<file path="config.mk">
export PLATFORM = sky130hd
export DESIGN_NAME = maze_cell_picker
export DESIGN_NICKNAME = d
export VERILOG_FILES = /design/src/rtl/maze_cell_picker.sv
export SDC_FILE = /design/constraint.sdc
export NUM_CORES = 1
export LEC_CHECK = 0
export ABC_AREA = 1
export CAP_MARGIN = 20
export CORE_AREA = 2 2 63 65
export CTS_CLUSTER_DIAMETER = 150
export DETAILED_ROUTE_END_ITERATION = 10
export DIE_AREA = 0 0 65 67
export GPL_ROUTABILITY_DRIVEN = 0
export PLACE_DENSITY = 0.77
export SLEW_MARGIN = 20
export SYNTH_ARGS = -nofsm -noshare
export SYNTH_HDL_FRONTEND = slang
export SYNTH_SLANG_ARGS = --single-unit
export TNS_END_PERCENT = 5
</file>
<file path="constraint.sdc">
create_clock -name clock -period 2.3 [get_ports clock]
set_input_delay 0.46 -clock clock [delete_from_list [all_inputs] [get_ports clock]]
set_output_delay 0.46 -clock clock [all_outputs]
set_load 0.01 [all_outputs]
</file>
<file path="src/rtl/maze_cell_picker.sv">
// ---------------------------------------------------------------------------
// maze_cell_picker
//
// Turns the output of a free-running 11-bit LFSR into a uniformly distributed,
// in-bounds maze cell coordinate. The word is split into x = lfsr_in[10:5] and
// y = lfsr_in[4:0]. Words that fall outside the maze, or that hit the excluded
// cell, are thrown away rather than folded, so the result stays uniform.
// Samples are taken SKIP LFSR steps apart so that successive candidates are
// less correlated. After MAX_TRIES rejected samples a fixed fallback cell is
// returned, so every request completes in bounded time.
//
// Parameters:
//   MAZE_W    : maze width in cells, 2..64
//   MAZE_H    : maze height in cells, 1..32
//   SKIP      : LFSR steps between samples, >= 1
//   MAX_TRIES : rejected samples before fallback, >= 1
//
// Ports:
//   clock      : system clock, rising edge
//   reset      : synchronous, active-high reset
//   lfsr_in    : current LFSR word (advances every clock)
//   start      : request a new cell, honoured only while busy = 0
//   excl_valid : exclusion cell active (captured with start)
//   excl_x     : excluded x coordinate (captured with start)
//   excl_y     : excluded y coordinate (captured with start)
//   busy       : a request is in progress
//   done       : one-cycle pulse; cell_x / cell_y / fallback are valid
//   cell_x     : chosen x, held until the next done
//   cell_y     : chosen y, held until the next done
//   fallback   : last result came from the fallback path
// ---------------------------------------------------------------------------
module maze_cell_picker #(
    parameter int MAZE_W    = 32,
    parameter int MAZE_H    = 24,
    parameter int SKIP      = 4,
    parameter int MAX_TRIES = 16
) (
    input  logic        clock,
    input  logic        reset,
    input  logic [10:0] lfsr_in,
    input  logic        start,
    input  logic        excl_valid,
    input  logic [5:0]  excl_x,
    input  logic [4:0]  excl_y,
    output logic        busy,
    output logic        done,
    output logic [5:0]  cell_x,
    output logic [4:0]  cell_y,
    output logic        fallback
);

    localparam logic [0:0] ST_IDLE = 1'b0;
    localparam logic [0:0] ST_WAIT = 1'b1;

    // +1 keeps the counters at least one bit wide when SKIP or MAX_TRIES is 1
    localparam int SKIP_W  = $clog2(SKIP + 1);
    localparam int TRIES_W = $clog2(MAX_TRIES + 1);

    localparam logic [SKIP_W-1:0]  SKIP_LAST  = SKIP_W'(SKIP - 1);
    localparam logic [TRIES_W-1:0] TRIES_LAST = TRIES_W'(MAX_TRIES - 1);

    // Bounds are one bit wider than the fields so MAZE_W = 64 / MAZE_H = 32 fit
    localparam logic [6:0] W_LIMIT = 7'(MAZE_W);
    localparam logic [5:0] H_LIMIT = 6'(MAZE_H);

    logic [0:0]         state_reg,    state_next;
    logic [SKIP_W-1:0]  skip_reg,     skip_next;
    logic [TRIES_W-1:0] tries_reg,    tries_next;
    logic               excl_v_reg,   excl_v_next;
    logic [10:0]        excl_word_reg, excl_word_next;
    logic [5:0]         cell_x_reg,   cell_x_next;
    logic [4:0]         cell_y_reg,   cell_y_next;
    logic               fallback_reg, fallback_next;
    logic               done_reg,     done_next;

    // ---------------------------------------------------------------------
    // Candidate evaluation
    // ---------------------------------------------------------------------
    logic [5:0]  cand_x;
    logic [4:0]  cand_y;
    logic [10:0] match_bits;
    logic        in_range;
    logic        excl_hit;
    logic        accept;
    logic        excl_is_origin;

    assign cand_x = lfsr_in[10:5];
    assign cand_y = lfsr_in[4:0];

    // The exclusion is stored as a packed {x, y} word, the same layout as
    // the LFSR word, so the hit test is a plain bitwise equality.
    genvar gi;
    generate
        for (gi = 0; gi < 11; gi++) begin : g_match
            assign match_bits[gi] = ~(lfsr_in[gi] ^ excl_word_reg[gi]);
        end
    endgenerate

    assign in_range = ({1'b0, cand_x} < W_LIMIT) && ({1'b0, cand_y} < H_LIMIT);
    assign excl_hit = excl_v_reg && (&match_bits);
    assign accept   = in_range && !excl_hit;

    // The fallback cell is (0,0) unless that cell is the one being avoided
    assign excl_is_origin = excl_v_reg && (excl_word_reg == 11'd0);

    // ---------------------------------------------------------------------
    // Next-state logic
    // ---------------------------------------------------------------------
    always_comb begin
        state_next     = state_reg;
        skip_next      = skip_reg;
        tries_next     = tries_reg;
        excl_v_next    = excl_v_reg;
        excl_word_next = excl_word_reg;
        cell_x_next    = cell_x_reg;
        cell_y_next    = cell_y_reg;
        fallback_next  = fallback_reg;
        done_next      = 1'b0;

        case (state_reg)
            ST_IDLE: begin
                if (start) begin
                    excl_v_next    = excl_valid;
                    excl_word_next = {excl_x, excl_y};
                    skip_next      = '0;
                    tries_next     = '0;
                    state_next     = ST_WAIT;
                end
            end

            ST_WAIT: begin
                if (skip_reg == SKIP_LAST) begin
                    if (accept) begin
                        cell_x_next   = cand_x;
                        cell_y_next   = cand_y;
                        fallback_next = 1'b0;
                        done_next     = 1'b1;
                        state_next    = ST_IDLE;
                    end else if (tries_reg == TRIES_LAST) begin
                        cell_x_next   = excl_is_origin ? 6'd1 : 6'd0;
                        cell_y_next   = 5'd0;
                        fallback_next = 1'b1;
                        done_next     = 1'b1;
                        state_next    = ST_IDLE;
                    end else begin
                        tries_next = tries_reg + 1'b1;
                        skip_next  = '0;
                    end
                end else begin
                    skip_next = skip_reg + 1'b1;
                end
            end

            default: state_next = ST_IDLE;
        endcase
    end

    // ---------------------------------------------------------------------
    // State registers
    // ---------------------------------------------------------------------
    always_ff @(posedge clock) begin
        if (reset) begin
            state_reg     <= ST_IDLE;
            skip_reg      <= '0;
            tries_reg     <= '0;
            excl_v_reg    <= 1'b0;
            excl_word_reg <= '0;
            cell_x_reg    <= '0;
            cell_y_reg    <= '0;
            fallback_reg  <= 1'b0;
            done_reg      <= 1'b0;
        end else begin
            state_reg     <= state_next;
            skip_reg      <= skip_next;
            tries_reg     <= tries_next;
            excl_v_reg    <= excl_v_next;
            excl_word_reg <= excl_word_next;
            cell_x_reg    <= cell_x_next;
            cell_y_reg    <= cell_y_next;
            fallback_reg  <= fallback_next;
            done_reg      <= done_next;
        end
    end

    // The done cycle is already an IDLE cycle, so busy drops with done high
    assign busy     = (state_reg == ST_WAIT);
    assign done     = done_reg;
    assign cell_x   = cell_x_reg;
    assign cell_y   = cell_y_reg;
    assign fallback = fallback_reg;

endmodule
</file>
==> flow_summary_export.csv, run 1 <==
group,metric,value,unit
drt,drtIter0Drc,102,
drt,totalWireLength,3500,um
setup_path,worstPathArrival,2.04,ns
yosys,ys_top_cells_by_count,"48 x nand2_1, 34 x dfxtp_1, 29 x inv_1",
yosys,synthAdderAreaFrac,2.19,%
clock_network,ctsHoldBuffers,0,
sta,hold_viol,0,
sta,maxSlewViolCount,0,
clock_network,cts.sinks,34,
yosys,ys.flop_type,"dfxtp_1",
global_route,grt_pass1_wl,5950,um
placement,portBuffers,39,
yosys,synth.most_common_cell,"nand2_1",
clock_network,root_buffer,"clkbuf_8",
sta,worstMarginPinSlew,0.433,ns
power,pwr-share-clk,35.8,%
power,powerDensity,557,nW/um^2
yosys,ys_warn_count,0,
finish,drive_gt1_share,17.2,%
yosys,ys_seq_area_share,39.8,%
placement,dpl.hpwl,2660,um
worst_hold_path,min_to,"cell_y[1]",
yosys,synthMuxAreaShare,0,%
clock_network,clock_path_buffers,2,
yosys,ys_async_sr_fraction,0,%
sta,finalCritPeriodShare,81.3,%
drt,viasPerCell,4.77,
placement,place_area,2120,um^2
power,ir_worst_vdd,350,uV
setup_path,endpoint_kind,"flop",
drt,drt_first_pass_iters,4,
finish,fin_area,2210,um^2
worst_hold_path,min-delay-start,"cell_y[1]",
sta,fin_worst_skew,0.00496,ns
finish,syn2layout_area_growth,29.4,%
finish,largest_reg_flops,11,
yosys,synth_top_family_by_area,"simple AND/OR/NAND/NOR gates",
yosys,synth-compound-area-share,15.1,%
setup_path,r2r_slack,0.59,ns
die,die_h,67,um
die,coreArea,3610,um^2
sta,setup_viol,0,
clock_network,clkSlewWorstSetupHoldPaths,0.07,ns
clock_network,post_cts_resized,0,
outcome,status,"finished, final reports clean",
setup_path,critPathLaunchType,"input pin",
power,p_int,0.929,mW
yosys,synth_top_area_share,39.8,%
yosys,yosys.area.top_type,"dfxtp_1",
setup_path,path_max_fanout,9,
global_route,grt_antenna_before_repair,0,
setup_path,crit_required,2.47,ns
die,die_x,65,um
worst_hold_path,hp-class,"reg2reg",
power,power_frac_seq,50.5,%
clock_network,clk_latency,0.28,ns
drt,drcViolationCount,0,
power,power,1.23,mW
yosys,synth.distinct_cells,29,
drt,antenna_left,0,
yosys,syn_inst,231,
drt,via_count,1535,
clock_network,cts_max_level,2,
die,die_area,4360,um^2
yosys,synth_edf_count,0,
setup_path,timing.rr.start,"tries_reg[0]",
global_route,overflow,0,
setup_path,r2r-end,"tries_reg[4]",
power,power.switching,0.305,mW
yosys,yosys.area_share.simple,28.9,%
finish,antenna_cells,0,
power,p_comb_share,13.6,%
sta,min_period,1.87,ns
power,swShare,24.7,%
clock_network,cts_setup_buffers,0,
global_route,grt_start_max_net_pins,29,
yosys,syn_avg_cell_area,7.41,um^2
flow_run,max-cap-violations,0,
die,floorplan.io_pins,40,
finish,finalNetCount,302,
placement,dp_slack,0.129,ns
yosys,ys_ff_latch,34,
yosys,synth_area_leaders,"dfxtp_1 40%, nand2_1 11%, inv_1 6.4%",
sta,worst_slack,0.431,ns
setup_path,crit_type,"in2reg",
clock_network,cts_tree,"done",
worst_hold_path,whs_path_depth,2,
sta,finalSetupTns,0,ns
power,cellLeakagePower,0.910,nW
sta,rsz0062_at_grt,"no",
global_route,track_usage,18.1,%
setup_path,ff2ff_path_depth,7,
die,start_util,47.5,%
drt,wl_per_cell,10.9,um
sta,relSlewSlack,71.1,%
die,num_rows,22,
yosys,synth_xor_area_share,2.05,%
yosys,syn_nets,260,
global_route,grt_pass1_vias,1378,
sta,max_freq,535,MHz
yosys,syn_area,1710,um^2
clock_network,cts-buffers-inserted,5,
## cell usage in the layout, fill, tap and decap left out, drive strengths merged
| cell | instances |
|---|---|
| a21oi | 29 |
| or2 | 1 |
| clkinv | 3 |
| inv | 38 |
| clkbuf | 7 |
| o211ai | 1 |
| o21ai | 15 |
| nand4 | 3 |
| nor3 | 2 |
| buf | 2 |
| nor2 | 19 |
| xor2 | 2 |
| nand2 | 60 |
| dfxtp | 34 |
| clkdlybuf4s50 | 39 |
| ha | 3 |
| and3 | 1 |
| xnor2 | 2 |
| nand3 | 13 |
## how the worst max path moves through the flow
stage,from,to
global route,lfsr_in[0],cell_x[4]
finish,lfsr_in[9],cell_x[4]
CTS,lfsr_in[9],cell_x[4]
global placement,lfsr_in[1],cell_x[4]
detailed placement,lfsr_in[9],cell_x[4]
floorplan,tries_reg[0],cell_x[0]
## metal layers
layer | routed length [um] | vias to the layer above | global-route usage, % | part of all wire, %
li1 | - | 810 | - | -
met1 | 1630 | 681 | 22.1 | 47
met2 | 1640 | 38 | 30.3 | 47
met3 | 171 | 6 | 5.07 | 4.9
met4 | 51 | 0 | 6.38 | 1.5
met5 | 0 | - | 0 | 0
## power groups by stage
stage | logic, mW | registers, mW | clock network, mW
after floorplan | 0.0987 | 0.633 | 0
after global placement | 0.165 | 0.635 | 0
after detailed placement | 0.168 | 0.636 | 0
after CTS | 0.169 | 0.623 | 0.458
after global routing | 0.188 | 0.625 | 0.480
final | 0.168 | 0.623 | 0.442
## cell type report
class	count	area, um^2
multi-input cells	151	825
well taps	48	60.1
clock inverters	1	5.00
inverters	40	153
repair buffers	41	405
flip-flops and latches	34	681
fillers	347	1390
clock buffers	7	86.3
## kinds of logic (layout without fill, tap and decap cells)
kind of cell / count (synthesis) / after routing
and+or+nand+nor: 99 / 99
buffers and inverters: 46 / 89
AOI/OAI and AO/OA: 45 / 45
DFF: 34 / 34
xor gates and xnor gates: 4 / 4
adders and majority gates: 3 / 3
## worst max-delay path, stage by stage
cell and delay, ns:
clkdlybuf4s50_1 0.52, nor2_1 0.06, nor2_1 0.10, nand2_1 0.08
nor2_2 0.12, nand3_2 0.09, nand3_2 0.14, clkinv_1 0.24
nand2_1 0.17, a21oi_2 0.06
## through the flow
step                std cells  utilization, %  hold slack (ns)
floorplan                 231               -            0.436
global placement          314            58.9            0.435
detailed placement        314            58.9            0.453
CTS                       322            61.4            0.464
global route              322            61.4            0.476
finish                    322            61.4            0.461
No activity file was read; power rests on OpenSTA's default activity.
==> run 2: changes to the inputs <==
Settings changed: CORE_AREA 2 2 63 65 to 2 2 66 68, DIE_AREA 0 0 65 67 to 0 0 68 70, PLACE_DENSITY 0.77 to 0.73.
Clock period 2.3 ns to 1.7 ns, I/O delays scaled along.
==> run 2 against run 1 <==
  * Via count up 2.3%
  * Worst setup slack got worse by 0.38 ns
  * Sequential power increased by 35%
  * Global-route usage shrank 1.2 points
  * Critical path type unchanged
  * Highest routed layer unchanged
==> flow_summary_export.csv, run 2 (same netlist as run 1, synthesis figures left out) <==
group,metric,value,unit
outcome,status,"finished, final reports clean",
sta,finalCritPeriodShare,97.1,%
global_route,track_usage,16.9,%
clock_network,clock_path_buffers,2,
sta,finalSetupTns,0,ns
power,ir_worst_vdd,465,uV
drt,drcViolationCount,0,
global_route,grt_pass1_vias,1411,
power,cellLeakagePower,1.04,nW
global_route,grt_antenna_before_repair,0,
drt,wl_per_cell,10.8,um
setup_path,ff2ff_path_depth,12,
worst_hold_path,min-delay-start,"lfsr_in[7]",
setup_path,crit_type,"in2reg",
sta,hold_viol,0,
drt,drtIter0Drc,74,
clock_network,cts_tree,"done",
drt,viasPerCell,4.63,
die,coreArea,4140,um^2
finish,final_cell_mix,"48 x nand2_1, 32 x clkdlybuf4s50_1, 30 x dfxtp_1",
setup_path,endpoint_kind,"flop",
setup_path,crit_path_cell_trace,"clkdlybuf4s50_1, nand2_1, nand2_1, nand2_1, nor2_2, nand3_4, nand2_4, nand2_4, or2_0, a21oi_1",
finish,fin_util,58.4,%
placement,place_inst,331,
placement,portBuffers,39,
setup_path,cp_num_buf_inv,1,
sta,min_period,1.65,ns
clock_network,clk_latency,0.28,ns
finish,layoutNonFillerInstCount,339,
die,start_util,41.3,%
drt,drt_first_pass_iters,4,
sta,fin_worst_skew,0.00420,ns
sta,relSlewSlack,71.1,%
clock_network,cts.sinks,34,
drt,via_count,1570,
worst_hold_path,hp-class,"in2reg",
sta,maxSlewViolCount,0,
global_route,overflow,0,
setup_path,crit_top_cell,"nand2_1",
sta,worst_slack,0.0496,ns
global_route,grt_start_max_net_pins,29,
sta,worstMarginPinSlew,0.433,ns
setup_path,r2r_slack,0.12,ns
power,powerDensity,679,nW/um^2
finish,syn2layout_area_growth,41.3,%
setup_path,worstPathArrival,1.87,ns
worst_hold_path,whs_path_depth,3,
setup_path,crit_family,"simple AND/OR/NAND/NOR gates",
finish,fillCellCount,397,
die,floorplan.io_pins,40,
setup_path,crit_required,1.92,ns
setup_path,timing.rr.start,"skip_reg[0]",
drt,antenna_left,0,
placement,dpl.hpwl,2720,um
worst_hold_path,min_to,"cell_x[2]",
clock_network,root_buffer,"clkbuf_8",
clock_network,cts_max_level,2,
drt,totalWireLength,3650,um
finish,finalNetCount,316,
setup_path,r2r-end,"cell_x[0]",
finish,final_common_cell,"nand2_1",
clock_network,ctsHoldBuffers,0,
sta,setup_viol,0,
flow_run,max-cap-violations,0,
placement,dp_slack,-0.268,ns
setup_path,cp_slowest_cell,"clkdlybuf4s50_1",
finish,antenna_cells,0,
die,die_area,4760,um^2
clock_network,cts-buffers-inserted,5,
die,num_rows,24,
finish,largest_reg_flops,11,
die,die_x,68,um
setup_path,cp_slowest_stage_delay,0.51,ns
setup_path,path_max_fanout,7,
global_route,grt_pass1_wl,6180,um
setup_path,critPathLaunchType,"input pin",
clock_network,clkSlewWorstSetupHoldPaths,0.06,ns
die,die_h,70,um
sta,max_freq,606,MHz
finish,drive_gt1_share,25.1,%
run 2: cell types whose count changed in the layout (fill, tap and decap cells not counted), moves of 2 or more:
cell             before  now
clkdlybuf4s50_1      39   32
ha_1                  3    1
dlymetal6s2s_1        0    7
buf_4                 2   14
nand3_4               1    3
o21ai_1               0    2
clkinvlp_4            0    2
o21ai_0              15   12
dfxtp_2               0    4
dfxtp_1              34   30
run 2: per-stage QoR:
stage | hold slack (ns) | cell area [um^2] | power [mW]
floorplan | 0.436 | 1710 | 0.991
global placement | 0.430 | 2240 | 1.10
global route | 0.406 | 2420 | 1.72
CTS | 0.449 | 2310 | 1.65
finish | 0.392 | 2420 | 1.64
detailed placement | 0.440 | 2240 | 1.11
run 2: layout make-up:
class / instances / area, um^2 / area share, %
Clock buffer: 7 / 76.3 / 3.16
Sequential cell: 34 / 686 / 28.3
Timing Repair inverter: 1 / 7.51 / 0.310
Inverter: 40 / 166 / 6.88
Multi-Input combinational cell: 151 / 885 / 36.6
Timing Repair Buffer: 54 / 533 / 22.0
Tap cell: 52 / 65.1 / 2.69
run 2: worst max-delay path by stage:
stage                            start           end  slack, ns  cells past startpoint
after global routing        lfsr_in[6]  tries_reg[4]      -0.07                     10
after detailed placement    lfsr_in[0]     cell_x[4]      -0.27                     12
after CTS                   lfsr_in[4]     cell_x[4]       0.01                      9
after floorplan           tries_reg[0]     cell_x[0]       0.10                     11
final                       lfsr_in[6]  tries_reg[4]       0.05                     10
after global placement     lfsr_in[10]     cell_y[1]      -0.24                     10
run 2: power by group:
| part | total [mW] | switching (mW) | leakage, nW | internal, mW |
|---|---|---|---|---|
| Combinational | 0.255 | 0.131 | 0.721 | 0.124 |
| Clock | 0.544 | 0.262 | 0.0383 | 0.281 |
| Sequential | 0.843 | 0.0178 | 0.279 | 0.825 |
run 2: worst min-delay path, stage by stage:
cell and delay, ns:
dlymetal6s2s_1 0.15, nand2_1 0.09, a21oi_2 0.05
run 2: repair_timing:
action                                 CTS  global route
setup buffers                            0             0
resized for setup                        0            32
setup endpoints to repair                0            18
endpoints found under the hold margin    0             0
run 2: layer usage:
metal,share of wire [%],global-route usage (%)
met5,0,0
met1,46,22.7
met2,48,25.5
met3,3.9,4.51
met4,1.9,6.67
==> run 3: changes to the inputs <==
Settings changed: CORE_AREA 2 2 66 68 to 2 2 73 61, DIE_AREA 0 0 68 70 to 0 0 75 63, PLACE_DENSITY 0.73 to 0.74.
==> run 3 against run 2 <==
  * Register-to-register slack worse by 0.04 ns
  * Clock skew is 0.0029 ns higher
  * Clock power rose by 27%
  * Die area down 0.74%
  * Sequential power about the same
  * Maximum frequency fell by 0.57%
  * First-iteration DRC count shrank 27%
  * Count of clock-buffer cells in the layout up 1
  * Final area is 1.3% higher
  * Final cell count increased by 2.4%
  * Largest power group unchanged
==> flow_summary_export.csv, run 3 (same netlist as run 1, synthesis figures left out) <==
group,metric,value,unit
outcome,status,"finished, final reports clean",
power,cellLeakagePower,1.05,nW
clock_network,cts-buffers-inserted,5,
drt,antenna_left,0,
worst_hold_path,hp-class,"in2reg",
global_route,grtUsageMet3,4.35,%
drt,drtIter0Drc,54,
worst_hold_path,whs_path_depth,3,
die,num_rows,21,
clock_network,clk_latency,0.29,ns
finish,drive_gt1_share,26.2,%
global_route,use_met1,23.2,%
placement,dp_slack,-0.279,ns
sta,worst_slack,0.0402,ns
setup_path,crit_path_cell_trace,"clkdlybuf4s50_1",
clock_network,cts_tree,"done",
worst_hold_path,min_to,"cell_y[3]",
sta,relSlewSlack,70.5,%
placement,portBuffers,39,
power,power,1.79,mW
clock_network,clkSlewWorstSetupHoldPaths,0.07,ns
setup_path,crit_family,"buffers and inverters",
global_route,track_usage,17.2,%
sta,worstMarginPinSlew,0.442,ns
finish,layoutNonFillerInstCount,347,
setup_path,path_max_fanout,6,
setup_path,cp_num_buf_inv,1,
global_route,grt_pass1_vias,1470,
setup_path,critPathLaunchType,"flop",
drt,totalWireLength,3900,um
setup_path,timing.rr.start,"tries_reg[1]",
sta,maxSlewViolCount,0,
die,coreArea,4020,um^2
setup_path,worstPathArrival,1.32,ns
global_route,grtUsageMet2,25.5,%
power,pwr-share-clk,38.6,%
global_route,grt_pass1_wl,6250,um
finish,final_cell_mix,"47 x nand2_1, 33 x clkdlybuf4s50_1, 31 x dfxtp_1",
finish,finalNetCount,318,
sta,rsz0062_at_grt,"yes",
die,die_x,75,um
setup_path,cp_slowest_cell,"clkdlybuf4s50_1",
clock_network,root_buffer,"clkbuf_8",
setup_path,r2r_slack,0.08,ns
setup_path,ff2ff_path_depth,10,
die,die_h,63,um
power,powerDensity,731,nW/um^2
sta,finalSetupTns,0,ns
global_route,overflow,0,
setup_path,crit_type,"reg2out",
drt,via_count,1593,
setup_path,cp_slowest_stage_delay,0.59,ns
finish,fin_area,2450,um^2
finish,syn2layout_area_growth,43.1,%
setup_path,endpoint_kind,"primary output",
drt,drt_first_pass_iters,4,
power,power.switching,0.434,mW
clock_network,cts.sinks,34,
global_route,grt_antenna_before_repair,0,
setup_path,crit_required,1.36,ns
power,p_int,1.36,mW
power,p_comb_share,14.4,%
sta,max_freq,602,MHz
flow_run,max-cap-violations,0,
power,power_frac_seq,47.1,%
drt,wl_per_cell,11.2,um
power,ir_worst_vdd,406,uV
worst_hold_path,min-delay-start,"lfsr_in[3]",
clock_network,clock_path_buffers,2,
finish,final_common_cell,"nand2_1",
drt,viasPerCell,4.59,
sta,hold_viol,0,
setup_path,r2r-end,"cell_x[0]",
global_route,grt_start_max_net_pins,19,
finish,antenna_cells,0,
placement,dpl.hpwl,2820,um
die,start_util,42.6,%
placement,place_inst,337,
global_route,grt_busiest_layer,"met2",
die,floorplan.io_pins,40,
die,die_area,4730,um^2
placement,place_area,2240,um^2
sta,min_period,1.66,ns
drt,drcViolationCount,0,
sta,finalCritPeriodShare,97.6,%
sta,setup_viol,0,
sta,fin_worst_skew,0.00711,ns
clock_network,cts_max_level,2,
power,swShare,24.2,%
finish,largest_reg_flops,11,
clock_network,ctsHoldBuffers,0,
-- run 3: cell type report --
class	instances	area, um^2
Timing Repair inverter	1	7.51
Inverter	40	166
Multi-Input combinational cell	151	877
Clock buffer	8	110
Sequential cell	34	684
Tap cell	57	71.3
Timing Repair Buffer	56	533
Fill cell	362	1570
-- run 3: layer usage --
layer  routed length, um  vias up
li1                    -      841
met1                1870      713
met2                1830       34
met3                 141        5
met4                  59        0
met5                   0        -
-- run 3: what timing repair did --
item,4_1_cts,5_1_grt
endpoints found under the setup margin,0,15
gates resized for setup,0,28
buffers inserted,0,1
-- run 3: through the flow --
stage,hold WS (ns),utilization [%]
2_1_floorplan,0.436,-
3_3_place_gp,0.435,55.7
3_5_place_dp,0.438,55.7
4_1_cts,0.449,58.5
5_1_grt,0.449,60.9
6_report,0.423,60.9
-- run 3: how the worst max path moves through the flow --
stage	from	slack, ns	end	depth (start not counted)
floorplan	tries_reg[0]	0.10	cell_x[0]	11
global placement	lfsr_in[10]	-0.25	cell_y[0]	10
detailed placement	lfsr_in[0]	-0.28	cell_x[2]	12
CTS	lfsr_in[0]	0.002	cell_y[4]	12
global route	tries_reg[1]	-0.05	cell_x[0]	10
finish	busy	0.04	busy	1
-- run 3: worst reg2reg max path, stage by stage, from the launching register on --
cell	delay [ns]
dfxtp_2	0.34
ha_2	0.18
and3_1	0.17
ha_2	0.21
inv_1	0.06
nor2_2	0.11
inv_2	0.07
nand2_4	0.11
clkinv_8	0.10
nor2_4	0.11
nor2_1	0.04
-- run 3: power groups by stage --
stage | combinational [mW] | clock [mW] | sequential, mW
after floorplan | 0.134 | 0 | 0.857
after global placement | 0.246 | 0 | 0.859
after detailed placement | 0.248 | 0 | 0.860
after CTS | 0.251 | 0.709 | 0.842
after global routing | 0.287 | 0.733 | 0.844
final | 0.257 | 0.691 | 0.843
